[config.mk]
export PLATFORM = sky130hd
export DESIGN_NAME = mux_scan_serializer
export DESIGN_NICKNAME = d
export VERILOG_FILES = /design/src/rtl/mux_scan_pkg.sv /design/src/rtl/mux16to1.sv /design/src/rtl/mux_scan_serializer.sv
export SDC_FILE = /design/constraint.sdc
export NUM_CORES = 1
export LEC_CHECK = 0
export BUFFER_PORTS_ARGS = -buffer_cell sky130_fd_sc_hd__buf_2
export CORE_MARGIN = 8
export CORE_UTILIZATION = 55
export CTS_CLUSTER_DIAMETER = 60
export CTS_CLUSTER_SIZE = 12
export DETAILED_ROUTE_END_ITERATION = 7
export GPL_TIMING_DRIVEN = 0
export PLACE_DENSITY = 0.93
export SLEW_MARGIN = 20
export SYNTH_ARGS = -nofsm -noshare
export SYNTH_HDL_FRONTEND = slang
export SYNTH_SLANG_ARGS = --single-unit
[constraint.sdc]
create_clock -name clk -period 4 [get_ports clk]
set_clock_uncertainty 0.05 [all_clocks]
set_input_delay 0.8 -clock clk [delete_from_list [all_inputs] [get_ports clk]]
set_output_delay 0.8 -clock clk [all_outputs]
set_load 0.05 [all_outputs]
[src/rtl/mux_scan_pkg.sv]
// Shared definitions for the mux scan serializer slice.
// Contents:
//   state_t  - IDLE/SHIFT state encoding of the serializer FSM
//   SEL_W    - width of the 16:1 mux select
//   DATA_W   - width of the word being serialized
//   stepSel  - next select index in the chosen scan direction (mod 16)
package mux_scan_pkg;

    localparam int SEL_W  = 4;
    localparam int DATA_W = 16;

    typedef enum logic {
        IDLE  = 1'b0,
        SHIFT = 1'b1
    } state_t;

    // Moves the select one position in the scan direction, wrapping modulo 16.
    function automatic logic [SEL_W-1:0] stepSel(input logic [SEL_W-1:0] cur,
                                                 input bit               lsbFirst);
        return lsbFirst ? cur + SEL_W'(1) : cur - SEL_W'(1);
    endfunction

endpackage

[src/rtl/mux16to1.sv]
// Plain 16:1 multiplexer that the serializer scans through.
// Ports:
//   in  [15:0] - data inputs, one per select index
//   sel [3:0]  - select index
//   out        - in[sel]
module mux16to1
    import mux_scan_pkg::*;
(
    input  logic [DATA_W-1:0] in,
    input  logic [SEL_W-1:0]  sel,
    output logic              out
);

    assign out = in[sel];

endmodule

[src/rtl/mux_scan_serializer.sv]
// Parallel-in / serial-out stage: accepts a 16-bit word over a valid/ready
// handshake and walks the select of a 16:1 mux across every index, emitting
// one bit per accepted beat.
// Parameters:
//   LSB_FIRST  - 1: select counts 0..15, 0: select counts 15..0
// Ports:
//   clk, rst_n - rising-edge clock, asynchronous active-low reset
//   load_valid / load_ready / load_data - word input handshake
//   ser_out / ser_valid / ser_ready / ser_last - serial output handshake
//   sel        - current mux select index
//   busy       - a word is in flight
module mux_scan_serializer
    import mux_scan_pkg::*;
#(
    parameter bit LSB_FIRST = 1'b1
)
(
    input  logic              clk,
    input  logic              rst_n,
    input  logic              load_valid,
    output logic              load_ready,
    input  logic [DATA_W-1:0] load_data,
    output logic              ser_out,
    output logic              ser_valid,
    input  logic              ser_ready,
    output logic              ser_last,
    output logic [SEL_W-1:0]  sel,
    output logic              busy
);

    localparam logic [SEL_W-1:0] SEL_START = LSB_FIRST ? '0 : '1;
    localparam logic [SEL_W-1:0] SEL_END   = LSB_FIRST ? '1 : '0;

    state_t              r_state;
    state_t              w_nextState;
    logic [DATA_W-1:0]   r_hold;
    logic [SEL_W-1:0]    r_sel;
    logic                w_loadAccept;
    logic                w_beatAdvance;

    // The serial bit comes straight from the registered word and select.
    mux16to1 u_mux (
        .in  (r_hold),
        .sel (r_sel),
        .out (ser_out)
    );

    assign sel = r_sel;

    // Next-state and handshake decode. load_ready opens during SHIFT only on
    // the accepted last beat, so a waiting word follows with no bubble.
    always_comb begin
        w_nextState = r_state;
        load_ready  = 1'b0;
        ser_valid   = 1'b0;
        ser_last    = 1'b0;
        busy        = 1'b0;
        case (r_state)
            IDLE: begin
                load_ready = 1'b1;
                if (load_valid) begin
                    w_nextState = SHIFT;
                end
            end
            SHIFT: begin
                ser_valid = 1'b1;
                busy      = 1'b1;
                ser_last  = (r_sel == SEL_END);
                if (ser_last && ser_ready) begin
                    load_ready = 1'b1;
                    if (!load_valid) begin
                        w_nextState = IDLE;
                    end
                end
            end
            default: w_nextState = IDLE;
        endcase
    end

    assign w_loadAccept  = load_valid && load_ready;
    assign w_beatAdvance = (r_state == SHIFT) && ser_ready && !ser_last;

    // State register.
    always_ff @(posedge clk or negedge rst_n) begin
        if (!rst_n) begin
            r_state <= IDLE;
        end else begin
            r_state <= w_nextState;
        end
    end

    // Hold register only changes on an accepted load; after the final beat
    // it keeps the old word so ser_out stays quiet and predictable.
    always_ff @(posedge clk or negedge rst_n) begin
        if (!rst_n) begin
            r_hold <= '0;
        end else if (w_loadAccept) begin
            r_hold <= load_data;
        end
    end

    // Select counter: restarts on every load, steps on each accepted non-last
    // beat, and otherwise parks (including at END after the word completes).
    always_ff @(posedge clk or negedge rst_n) begin
        if (!rst_n) begin
            r_sel <= '0;
        end else if (w_loadAccept) begin
            r_sel <= SEL_START;
        end else if (w_beatAdvance) begin
            r_sel <= stepSel(r_sel, LSB_FIRST);
        end
    end

endmodule
==> out/metrics.csv, run 1 <==
stage,metric,value,unit
pwr,share_of_power_burned_in_the_clock_network,9.6,%
hold_path,holdCritPathClass,in2async,
pwr,power_density,813,nW/um2
logic_synthesis,synth.largest_area_cell,sky130_fd_sc_hd__dfrtp_1,
final_layout,register_area,526,um2
final_layout,instances_no_fill,134,
pwr,power_frac_seq,37.6,%
clocking,cts_sinks,21,
final_layout,antenna-diode-count,0,
grt,grt_first_pass_wirelength,3310,um
route,detailedRoute.firstPassIterationCount,4,
logic_synthesis,post_synthesis_sequential_area_ratio,48.4,%
logic_synthesis,synth_nets,96,
pwr,p_switching,0.435,mW
final_layout,area_delta_synth_final,18.4,%
critical_path,cp-start-kind,flop,
clocking,cts.clk_slew.worst_paths,0.11,ns
place,port-buffer-count,28,
critical_path,path_class,reg2out,
clocking,clockBufferDepth,2,
logic_synthesis,number_of_distinct_library_cell_variants_in_the_gate_level_netlist_after_synthesis,24,
die,core.rowCount,16,
clocking,tritoncts.num_buffers,3,
grt,total_routing_usage_reported_by_global_routing,12.3,%
timing,rsz0062_at_grt,false,
pwr,netSwitchingFraction,41.6,%
logic_synthesis,synth_area_per_cell,14.5,um2
clocking,cts_hold_buffers,0,
clocking,cts_resized,0,
pwr,vdd.ir_drop.worst,0.000388,V
status,run_status,"complete, no violations",
critical_path,worst-endpoint-required,3.15,ns
place,placedCellCount,130,
timing,setup-violations-final,0,
timing,finalHoldViolCount,0,
timing,max_freq,362,MHz
final_layout,drive_above_1_share,52.3,%
grt,antenna_found_initial,0,
place,place.gp.congestion,0.816,
critical_path,worst_setup_path_end_kind,primary output,
die,core-area,1900,um2
route,routed-via-count,691,
clocking,clock_latency,0.30,ns
timing,report.final.slew_viol_count,0,
logic_synthesis,post_synth_main_area_contributors,"sky130_fd_sc_hd__dfrtp_1 (48%), sky130_fd_sc_hd__mux2_4 (22%), sky130_fd_sc_hd__mux2i_1 (4.6%)",
logic_synthesis,yosys_register_bits,21,
place,post-dp-hpwl,1650,um
logic_synthesis,synth_top_area_share,48.4,%
timing,max_slew.worst_pin.slew,0.463,ns
pwr,design_power_total,1.05,mW
grt,grt_max_degree,22,
critical_path,arrival,1.92,ns
route,routedWlPerCell,16.1,um
grt,first_global_vias,737,
logic_synthesis,yosys_warnings,0,
pwr,p_comb_share,52.8,%
timing,timing.setup.tns,0,ns
timing,post-route-period-util,69.1,%
route,post-route-drc-count,0,
route,drt_iter0_markers,22,
die,floorplan.initialDensity,57.1,%
job,timing.max_cap.violations,0,
clocking,post_cts_buffers,0,
grt,grt_remaining_overflow,0,
final_layout,area_used_by_multi_input_combinational_logic,499,um2
clocking,clk_root_buffer_cell,sky130_fd_sc_hd__clkbuf_4,
pwr,internal_power,0.610,mW
die,chipHeight,60.4,um
final_layout,final_net_count,129,
logic_synthesis,syn_area,1090,um2
die,boundaryPins,29,
route,ant_nets,0,
die,floorplan.die.width,60.4,um
logic_synthesis,postSynthCellCount,75,
timing,finalCriticalPeriod,2.77,ns
route,drt_wl_total,2160,um
place,postPlaceCellArea,1260,um2
timing,timing.slew.headroom,69.1,%
route,avgViaCountPerCell,5.16,
final_layout,post-route-cell-area,1290,um2
die,floorplan.die_area,3650,um2
critical_path,critPathMaxFanout,8,
pwr,p_leak,0.638,nW
clocking,htreeDepth,1,
clocking,tritoncts,yes,
final_layout,filler_cell_count,124,
==> kinds of logic (layout without fill, tap and decap cells) <==
logic type / Yosys count / after routing / synth area share, %
and+or+nand+nor: 15 / 15 / 7.95
muxes: 23 / 23 / 30.9
xor gates and xnor gates: 3 / 3 / 2.42
AOI/OAI and AO/OA: 5 / 5 / 3.57
buffers and inverters: 7 / 39 / 5.64
adders and majority gates: 1 / 1 / 1.15
DFF: 21 / 21 / 48.4
==> through the flow <==
stage               setup WS [ns]  hold slack (ns)  util [%]
global route                 1.14            0.401      67.6
global placement             1.61            0.442      66.3
CTS                          1.24            0.387      67.6
finish                       1.23            0.379      67.6
detailed placement           1.59            0.446      66.3
floorplan                    1.28            0.426         -
==> critical path: stages (launching register included) <==
cell	delay, ns
sky130_fd_sc_hd__dfrtp_1	0.41
sky130_fd_sc_hd__buf_4	0.19
sky130_fd_sc_hd__mux2i_1	0.13
sky130_fd_sc_hd__a221oi_1	0.38
sky130_fd_sc_hd__a22oi_1	0.15
sky130_fd_sc_hd__nand2_1	0.09
sky130_fd_sc_hd__buf_2	0.26
==> placed cells by master, fill, tap and decap left out, types with 2 or more instances in the layout <==
master                     synthesis  layout
sky130_fd_sc_hd__nor2_1            5       5
sky130_fd_sc_hd__inv_1             3       3
sky130_fd_sc_hd__buf_2             0      28
sky130_fd_sc_hd__mux4_2            2       2
sky130_fd_sc_hd__and3_1            2       2
sky130_fd_sc_hd__buf_4             2       2
sky130_fd_sc_hd__nand4_1           2       2
sky130_fd_sc_hd__mux2_4           16      16
sky130_fd_sc_hd__xnor2_1           2       2
sky130_fd_sc_hd__clkbuf_4          0       3
sky130_fd_sc_hd__dfrtp_1          21      21
sky130_fd_sc_hd__mux2i_1           5       5
sky130_fd_sc_hd__a221oi_1          2       2
==> power by group through the flow <==
stage          Clock (mW)  Combinational (mW)  Sequential, mW
2_1_floorplan           0               0.378           0.447
3_3_place_gp            0               0.536           0.389
3_5_place_dp            0               0.553           0.394
4_1_cts             0.105               0.557           0.391
5_1_grt             0.115               0.585           0.405
6_report            0.101               0.552           0.393
==> routing by layer <==
| layer | vias up | share of wire, % | GRT usage (%) |
|---|---|---|---|
| met2 | 21 | 48 | 19.1 |
| met1 | 337 | 46 | 15.0 |
| met4 | 0 | 1.5 | 8.97 |
| met3 | 3 | 4.4 | 2.12 |
| li1 | 330 | - | - |
| met5 | - | 0 | 0 |
==> layout make-up <==
class,instances,area share [%]
plain buffers,4,3.89
clock buffers,4,2.04
inverters,3,0.875
multi-input cells,47,38.8
flip-flops and latches,21,40.9
well taps,27,2.63
repair buffers,28,10.9
==> worst paths after layout <==
path | startpoint | end | slack (ns) | depth (start not counted)
setup / recovery | sel[0] | ser_out | 1.23 | 6
setup reg to reg | sel[1] | r_hold[15] | 2.18 | 6
hold / removal | rst_n | r_hold[11] | 0.38 | 1
hold reg to reg | r_hold[2] | r_hold[2] | 0.47 | 1
max in group asynchronous | rst_n | r_hold[2] | 3.20 | 1
min in group clk | r_hold[2] | r_hold[2] | 0.47 | 1
==> synth_stat cells <==
master	count
sky130_fd_sc_hd__ha_1	1
sky130_fd_sc_hd__o21ai_2	1
sky130_fd_sc_hd__and2_4	1
sky130_fd_sc_hd__nor2b_1	1
sky130_fd_sc_hd__xnor2_1	2
sky130_fd_sc_hd__and2_1	1
sky130_fd_sc_hd__mux4_2	2
sky130_fd_sc_hd__buf_8	1
sky130_fd_sc_hd__mux2_4	16
sky130_fd_sc_hd__buf_4	2
sky130_fd_sc_hd__and3_1	2
sky130_fd_sc_hd__xor2_1	1
sky130_fd_sc_hd__or2b_1	1
sky130_fd_sc_hd__a22oi_1	1
sky130_fd_sc_hd__nand4_1	2
sky130_fd_sc_hd__mux2i_1	5
sky130_fd_sc_hd__inv_1	3
sky130_fd_sc_hd__buf_12	1
sky130_fd_sc_hd__dfrtp_1	21
sky130_fd_sc_hd__o21ai_0	1
sky130_fd_sc_hd__a221oi_1	2
sky130_fd_sc_hd__nor2_1	5
sky130_fd_sc_hd__nand3_2	1
sky130_fd_sc_hd__nand2_1	1
==> sequential cells by signal (all words and copies together), names as in the netlist <==
signal,cells
r_state,1
sel,4
r_hold,16
Note: power is estimated with default switching activity, not from simulation.
==> inputs of run 2 (changes only) <==
CORE_UTILIZATION = 46   (was 55)
PLACE_DENSITY = 0.84   (was 0.93)
clock period = 2.45 ns   (was 4 ns; I/O delays follow)
==> run 2 against run 1 <==
  * Clock-buffer cell count unchanged
  * Power increased by 67%
  * Worst setup slack worse by 1.1 ns
==> out/metrics.csv, run 2 (same netlist as run 1, synthesis figures left out) <==
stage,metric,value,unit,change
status,run_status,"complete, no violations",,
final_layout,most-common-layout-cells,"sky130_fd_sc_hd__buf_2 (28), sky130_fd_sc_hd__dfrtp_1 (21), sky130_fd_sc_hd__mux2_4 (16)",,
final_layout,drive_above_1_share,53.7,%,+1.4 points
critical_path,path_class,reg2out,,
critical_path,cp_cell_sequence,buf_6 > mux4_2 > a22oi_1 > nand2_1 > buf_2,,
die,core.rowCount,17,,+1
timing,report.final.slew_viol_count,0,,unchanged
die,core-area,2230,um2,+17%
timing,setup-violations-final,0,,unchanged
route,avgViaCountPerCell,5.28,,+2.4%
critical_path,cp-startpoint,sel[0],,
final_layout,filler_cell_count,198,,+60%
clocking,cts_hold_buffers,0,,unchanged
die,floorplan.die.width,64.6,um,+6.9%
critical_path,critPathMaxFanout,8,,unchanged
critical_path,rr_endpoint,r_hold[4],,
timing,finalHoldViolCount,0,,unchanged
clocking,clockBufferDepth,2,,unchanged
critical_path,cp-start-kind,flop,,
grt,grt_first_pass_wirelength,3660,um,+11%
route,routedWlPerCell,16.4,um,+1.5%
clocking,htreeDepth,1,,unchanged
final_layout,largest_register_ffs,16,,unchanged
grt,total_routing_usage_reported_by_global_routing,11.3,%,-1.1 points
clocking,clock_latency,0.30,ns,about the same
timing,timing.slew.headroom,69.0,%,-0.10 points
clocking,tritoncts.num_buffers,3,,unchanged
die,chipHeight,64.6,um,+6.9%
route,ant_nets,0,,unchanged
final_layout,largest-register,r_hold,,
timing,timing.setup.tns,0,ns,unchanged
grt,grt_max_degree,22,,unchanged
critical_path,dominant_delay_contributor_by_cell_family_on_the_critical_path,multiplexers,,
pwr,design_power_total,1.74,mW,+67%
route,post-route-drc-count,0,,unchanged
route,routed-via-count,718,,+3.9%
die,floorplan.die_area,4170,um2,+14%
critical_path,worstReg2RegStart,sel[1],,
route,drt_iter0_markers,6,,-73%
clocking,tritoncts,yes,,
critical_path,arrival,1.82,ns,-0.10 ns
critical_path,worst-endpoint-required,1.91,ns,-1.24 ns
job,timing.max_cap.violations,0,,unchanged
route,detailedRoute.firstPassIterationCount,2,,-2
critical_path,crit_path_top_delay_cell,sky130_fd_sc_hd__mux4_2,,
route,drt_wl_total,2230,um,+3.0%
pwr,vdd.ir_drop.worst,0.00102,V,+160%
die,floorplan.initialDensity,48.6,%,-8.5 points
grt,grt_remaining_overflow,0,,unchanged
timing,max_slew.worst_pin.slew,0.465,ns,+0.00156 ns
critical_path,rr_worst_depth,6,,unchanged
place,port-buffer-count,28,,unchanged
grt,antenna_found_initial,0,,unchanged
die,boundaryPins,29,,unchanged
critical_path,worst_setup_path_end_kind,primary output,,
place,place.gp.congestion,0.729,,-11%
clocking,cts.clk_slew.worst_paths,0.11,ns,about the same
place,post-dp-hpwl,1730,um,+4.7%
critical_path,critical_path.n_buffers_inverters,2,,unchanged
clocking,clk_root_buffer_cell,sky130_fd_sc_hd__clkbuf_4,,
final_layout,antenna-diode-count,0,,unchanged
timing,finalCriticalPeriod,2.36,ns,
clocking,cts_sinks,21,,unchanged
pwr,p_leak,0.648,nW,+1.4%
final_layout,layout.cells.most_common,sky130_fd_sc_hd__buf_2,,
pwr,power_density,1330,nW/um2,+64%
final_layout,final_net_count,130,,+0.78%
hold_path,holdCritPathClass,in2async,,
final_layout,area_delta_synth_final,20.9,%,
critical_path,critical_path.max_stage_delay,0.50,ns,+0.09 ns
timing,post-route-period-util,96.2,%,
grt,first_global_vias,785,,+6.5%
critical_path,reg2reg_setup_slack,0.59,ns,-1.59 ns
timing,max_freq,424,MHz,
run 2: cell types whose count changed in the layout (fill, tap and decap cells not counted), sizes merged:
cell / before / now
buf: 32 / 33
run 2: worst register-to-register path, stage by stage (launching register included):
cell                      delay (ns)
sky130_fd_sc_hd__dfrtp_1        0.51
sky130_fd_sc_hd__ha_1           0.24
sky130_fd_sc_hd__nand3_2        0.14
sky130_fd_sc_hd__o21ai_4        0.18
sky130_fd_sc_hd__and2_4         0.19
sky130_fd_sc_hd__buf_12         0.14
sky130_fd_sc_hd__mux2_4         0.31
run 2: repair_timing:
| item | in CTS | in global routing |
|---|---|---|
| hold endpoints to repair | 0 | 0 |
| gates resized for setup | 0 | 2 |
| buffers inserted | 0 | 1 |
| setup endpoints to repair | 0 | 1 |
run 2: per-stage QoR:
step | worst slack [ns] | hold slack [ns] | cell area [um2] | instances | util (%)
final | 0.0929 | 0.0715 | 1310 | 136 | 58.8
after global routing | -0.0150 | 0.0881 | 1310 | 136 | 58.8
after CTS | 0.0152 | 0.0709 | 1290 | 135 | 58.0
after detailed placement | 0.375 | 0.416 | 1270 | 131 | 56.8
after global placement | 0.376 | 0.409 | 1270 | 131 | 56.8
after floorplan | 0.0352 | 0.144 | 1090 | 75 | -
run 2: power breakdown:
part	switching, mW	total, mW	internal (mW)
sequential	0.141	0.652	0.511
combinational	0.487	0.933	0.446
clock	0.0961	0.160	0.0635
run 2: area by class of cell:
type	instances	area, um2	share of cell area [%]
flip-flops and latches	21	526	40.0
multi-input cells	47	513	39.1
repair buffers	29	148	11.2
plain buffers	4	53.8	4.10
well taps	28	35.0	2.67
clock buffers	4	26.3	2.00
inverters	3	11.3	0.858
run 2: per-layer routing:
metal  track usage, %  routed length, um  up-vias
li1                 -                  -      333
met1             13.1                985      361
met2             19.0               1140       21
met3             3.95                 77        3
met4             3.27                 19        0
met5                0                  0        -
run 2: worst max path at each step:
stage	to	slack [ns]	cells past startpoint
after floorplan	ser_out	0.04	4
after global placement	ser_out	0.38	5
after detailed placement	ser_out	0.37	5
after CTS	ser_out	0.02	5
after global routing	ser_out	-0.01	5
final	ser_out	0.09	5
==> inputs of run 3 (changes only) <==
BUFFER_PORTS_ARGS = -buffer_cell sky130_fd_sc_hd__buf_4   (was -buffer_cell sky130_fd_sc_hd__buf_2)
CORE_UTILIZATION = 45   (was 46)
PLACE_DENSITY = 0.83   (was 0.84)
SYNTH_HIERARCHICAL = 1   (was unset)
==> run 3 against run 2 <==
  * Utilization grew 2.8 points
  * Synthesized cell count is 8.0% lower
  * Non-clock buffer count up 1
  * Critical endpoint unchanged
  * Largest power group unchanged
  * Highest routed layer unchanged
==> out/metrics.csv, run 3 <==
stage,metric,value,unit,change
status,run_status,"complete, no violations",,
final_layout,area_used_by_multi_input_combinational_logic,499,um2,-2.7%
clocking,tritoncts.num_buffers,3,,unchanged
route,post-route-drc-count,0,,unchanged
logic_synthesis,synth_area_per_cell,15.3,um2,+5.3%
timing,finalHoldViolCount,0,,unchanged
route,drt_iter0_markers,13,,+7
final_layout,filler_cell_count,174,,-12%
clocking,clk_root_buffer_cell,sky130_fd_sc_hd__clkbuf_4,,
timing,timing.setup.tns,0,ns,unchanged
pwr,design_power_total,1.69,mW,-3.0%
final_layout,most-common-layout-cells,"sky130_fd_sc_hd__buf_4 (32), sky130_fd_sc_hd__dfrtp_1 (20), sky130_fd_sc_hd__mux2_2 (9)",,
route,routed-via-count,710,,-1.1%
logic_synthesis,synth_async_sr_flop_share,100,%,unchanged
route,routedWlPerCell,16.7,um,+2.1%
clocking,clockBufferDepth,2,,unchanged
clocking,tritoncts,yes,,
logic_synthesis,yosys_register_bits,21,,unchanged
final_layout,final_net_count,127,,-2.3%
timing,timing.slew.headroom,73.9,%,+4.8 points
die,floorplan.initialDensity,47.6,%,-1.1 points
die,chipHeight,64.4,um,-0.36%
logic_synthesis,yosys_warnings,6,,+6
final_layout,area_delta_synth_final,29.5,%,
pwr,vdd.ir_drop.worst,0.000659,V,-35%
clocking,htreeDepth,1,,unchanged
final_layout,largest_register_ffs,16,,unchanged
grt,grt_most_used_layer,met2,,
grt,total_routing_usage_reported_by_global_routing,11.2,%,-0.091 points
clocking,cts_sinks,21,,unchanged
die,boundaryPins,29,,unchanged
logic_synthesis,post_synthesis_sequential_area_ratio,49.9,%,+1.6 points
logic_synthesis,synth_enable_flop_cells,0,,unchanged
final_layout,drive_above_1_share,56.2,%,+2.5 points
final_layout,largest-register,r_hold,,
grt,grt_max_degree,22,,unchanged
logic_synthesis,synth_most_common_cell,sky130_fd_sc_hd__dfrtp_1,,
critical_path,cp-start-kind,flop,,
logic_synthesis,ys_dominant_reg_cell,sky130_fd_sc_hd__dfrtp_1,,
pwr,p_leak,0.644,nW,-0.55%
place,postPlaceCellArea,1300,um2,+2.6%
timing,max_slew.worst_pin.slew,0.391,ns,-0.0732 ns
pwr,power_density,1240,nW/um2,-6.5%
timing,report.final.slew_viol_count,0,,unchanged
route,detailedRoute.firstPassIterationCount,4,,+2
critical_path,worst_setup_path_end_kind,primary output,,
grt,antenna_found_initial,0,,unchanged
timing,fin_worst_hold_slack,0.347,ns,+0.275 ns
logic_synthesis,postSynthCellCount,69,,-8.0%
grt,grt_first_pass_wirelength,3550,um,-3.0%
grt,gr-usage-met2,17.8,%,-1.2 points
critical_path,arrival,1.84,ns,+0.02 ns
logic_synthesis,synth.largest_area_cell,sky130_fd_sc_hd__dfrtp_1,,
critical_path,path_class,reg2out,,
clocking,cts.clk_slew.worst_paths,0.12,ns,about the same
route,drt_wl_total,2220,um,-0.13%
grt,grt_remaining_overflow,0,,unchanged
timing,setup-violations-final,0,,unchanged
hold_path,holdCritPathClass,in2reg,,
timing,post-route-period-util,97.2,%,+0.98 points
die,floorplan.die.width,64.4,um,-0.36%
logic_synthesis,synth_nets,90,,-6.3%
place,place.gp.congestion,0.820,,+12%
logic_synthesis,syn_area,1050,um2,-3.1%
place,port-buffer-count,28,,unchanged
final_layout,antenna-diode-count,0,,unchanged
grt,global_route.usage.met1,11.7,%,-1.5 points
place,post-dp-hpwl,1640,um,-5.5%
critical_path,critPathMaxFanout,7,,-1
timing,max_freq,420,MHz,-1.0%
final_layout,register_area,527,um2,+0.24%
timing,finalCriticalPeriod,2.38,ns,+0.0239 ns
grt,first_global_vias,774,,-1.4%
die,floorplan.die_area,4140,um2,-0.73%
die,core-area,2210,um2,-0.95%
critical_path,worst-endpoint-required,1.91,ns,about the same
logic_synthesis,synth_commonest_cells,"sky130_fd_sc_hd__dfrtp_1 (21), sky130_fd_sc_hd__mux2_2 (9), sky130_fd_sc_hd__mux2_4 (7)",,
die,core.rowCount,17,,unchanged
logic_synthesis,number_of_distinct_library_cell_variants_in_the_gate_level_netlist_after_synthesis,23,,-4.2%
logic_synthesis,post_synth_main_area_contributors,"sky130_fd_sc_hd__dfrtp_1 (50%), sky130_fd_sc_hd__mux2_4 (10%), sky130_fd_sc_hd__mux4_1 (10%)",,
grt,grt.met3_usage,4.53,%,+0.58 points
final_layout,layout.cells.most_common,sky130_fd_sc_hd__buf_4,,
route,avgViaCountPerCell,5.34,,+1.1%
clocking,clock_latency,0.31,ns,about the same
final_layout,post-route-cell-area,1360,um2,+3.8%
route,ant_nets,0,,unchanged
job,timing.max_cap.violations,0,,unchanged
logic_synthesis,synth_top_area_share,49.9,%,+1.6 points
-- run 3: cells by family (layout without fill, tap and decap cells) --
logic type / Yosys count / count (layout) / synth area share [%]
XOR/XNOR: 1 / 1 / 0.832
multiplexers: 23 / 23 / 32.5
AND/OR/NAND/NOR: 12 / 12 / 7.02
buffers and inverters: 3 / 39 / 2.97
adder cells (fa/ha/maj): 1 / 1 / 1.19
flip-flops: 21 / 21 / 49.9
AO/OA/AOI/OAI: 8 / 8 / 5.59
-- run 3: where the power goes --
group	internal, mW	switching (mW)
registers	0.508	0.150
logic	0.454	0.408
clock network	0.0611	0.111
total	1.02	0.669
-- run 3: per-stage QoR --
step                      instances  utilization [%]  setup WS, ns
after floorplan                  69                -         0.145
after global placement          125             58.8         0.279
after detailed placement        125             58.8         0.292
after CTS                       130             60.6        0.0273
after global routing            133             61.6      -0.00634
final                           133             61.6        0.0690
-- run 3: critical path: stages, from the launching register on --
cell	delay, ns
sky130_fd_sc_hd__dfrtp_2	0.47
sky130_fd_sc_hd__mux4_1	0.57
sky130_fd_sc_hd__mux2i_1	0.20
sky130_fd_sc_hd__mux2i_2	0.09
sky130_fd_sc_hd__buf_4	0.19
-- run 3: path summary, 6_finish.rpt --
check / from / endpoint / slack (ns) / depth (start not counted)
max in group asynchronous: rst_n / sel[0] / 1.59 / 2
min in group asynchronous: rst_n / r_hold[11] / 0.53 / 2
max: sel[0] / ser_out / 0.07 / 4
max reg2reg: sel[0] / r_hold[8] / 0.44 / 6
min: load_data[9] / r_hold[9] / 0.35 / 2
min reg2reg: r_hold[9] / r_hold[9] / 0.47 / 1
-- run 3: routing by layer --
layer | vias up | wire [um]
li1 | 333 | -
met1 | 352 | 916
met2 | 20 | 1110
met3 | 5 | 136
met4 | 0 | 61
met5 | - | 0
-- run 3: area by class of cell --
class                           instances  share of cell area, %
Sequential cell                        21                   38.7
Clock inverter                          1                  0.367
Multi-Input combinational cell         45                   36.6
Inverter                                1                  0.275
Timing Repair Buffer                   32                   17.8
Clock buffer                            3                   1.65
Buffer                                  2                   2.02
Tap cell                               28                   2.57
-- run 3: what timing repair did --
action	CTS	global route
setup buffers	0	3
setup endpoints to repair	1	1
hold buffers	1	0
gates resized for setup	1	0
hold endpoints to repair	21	0
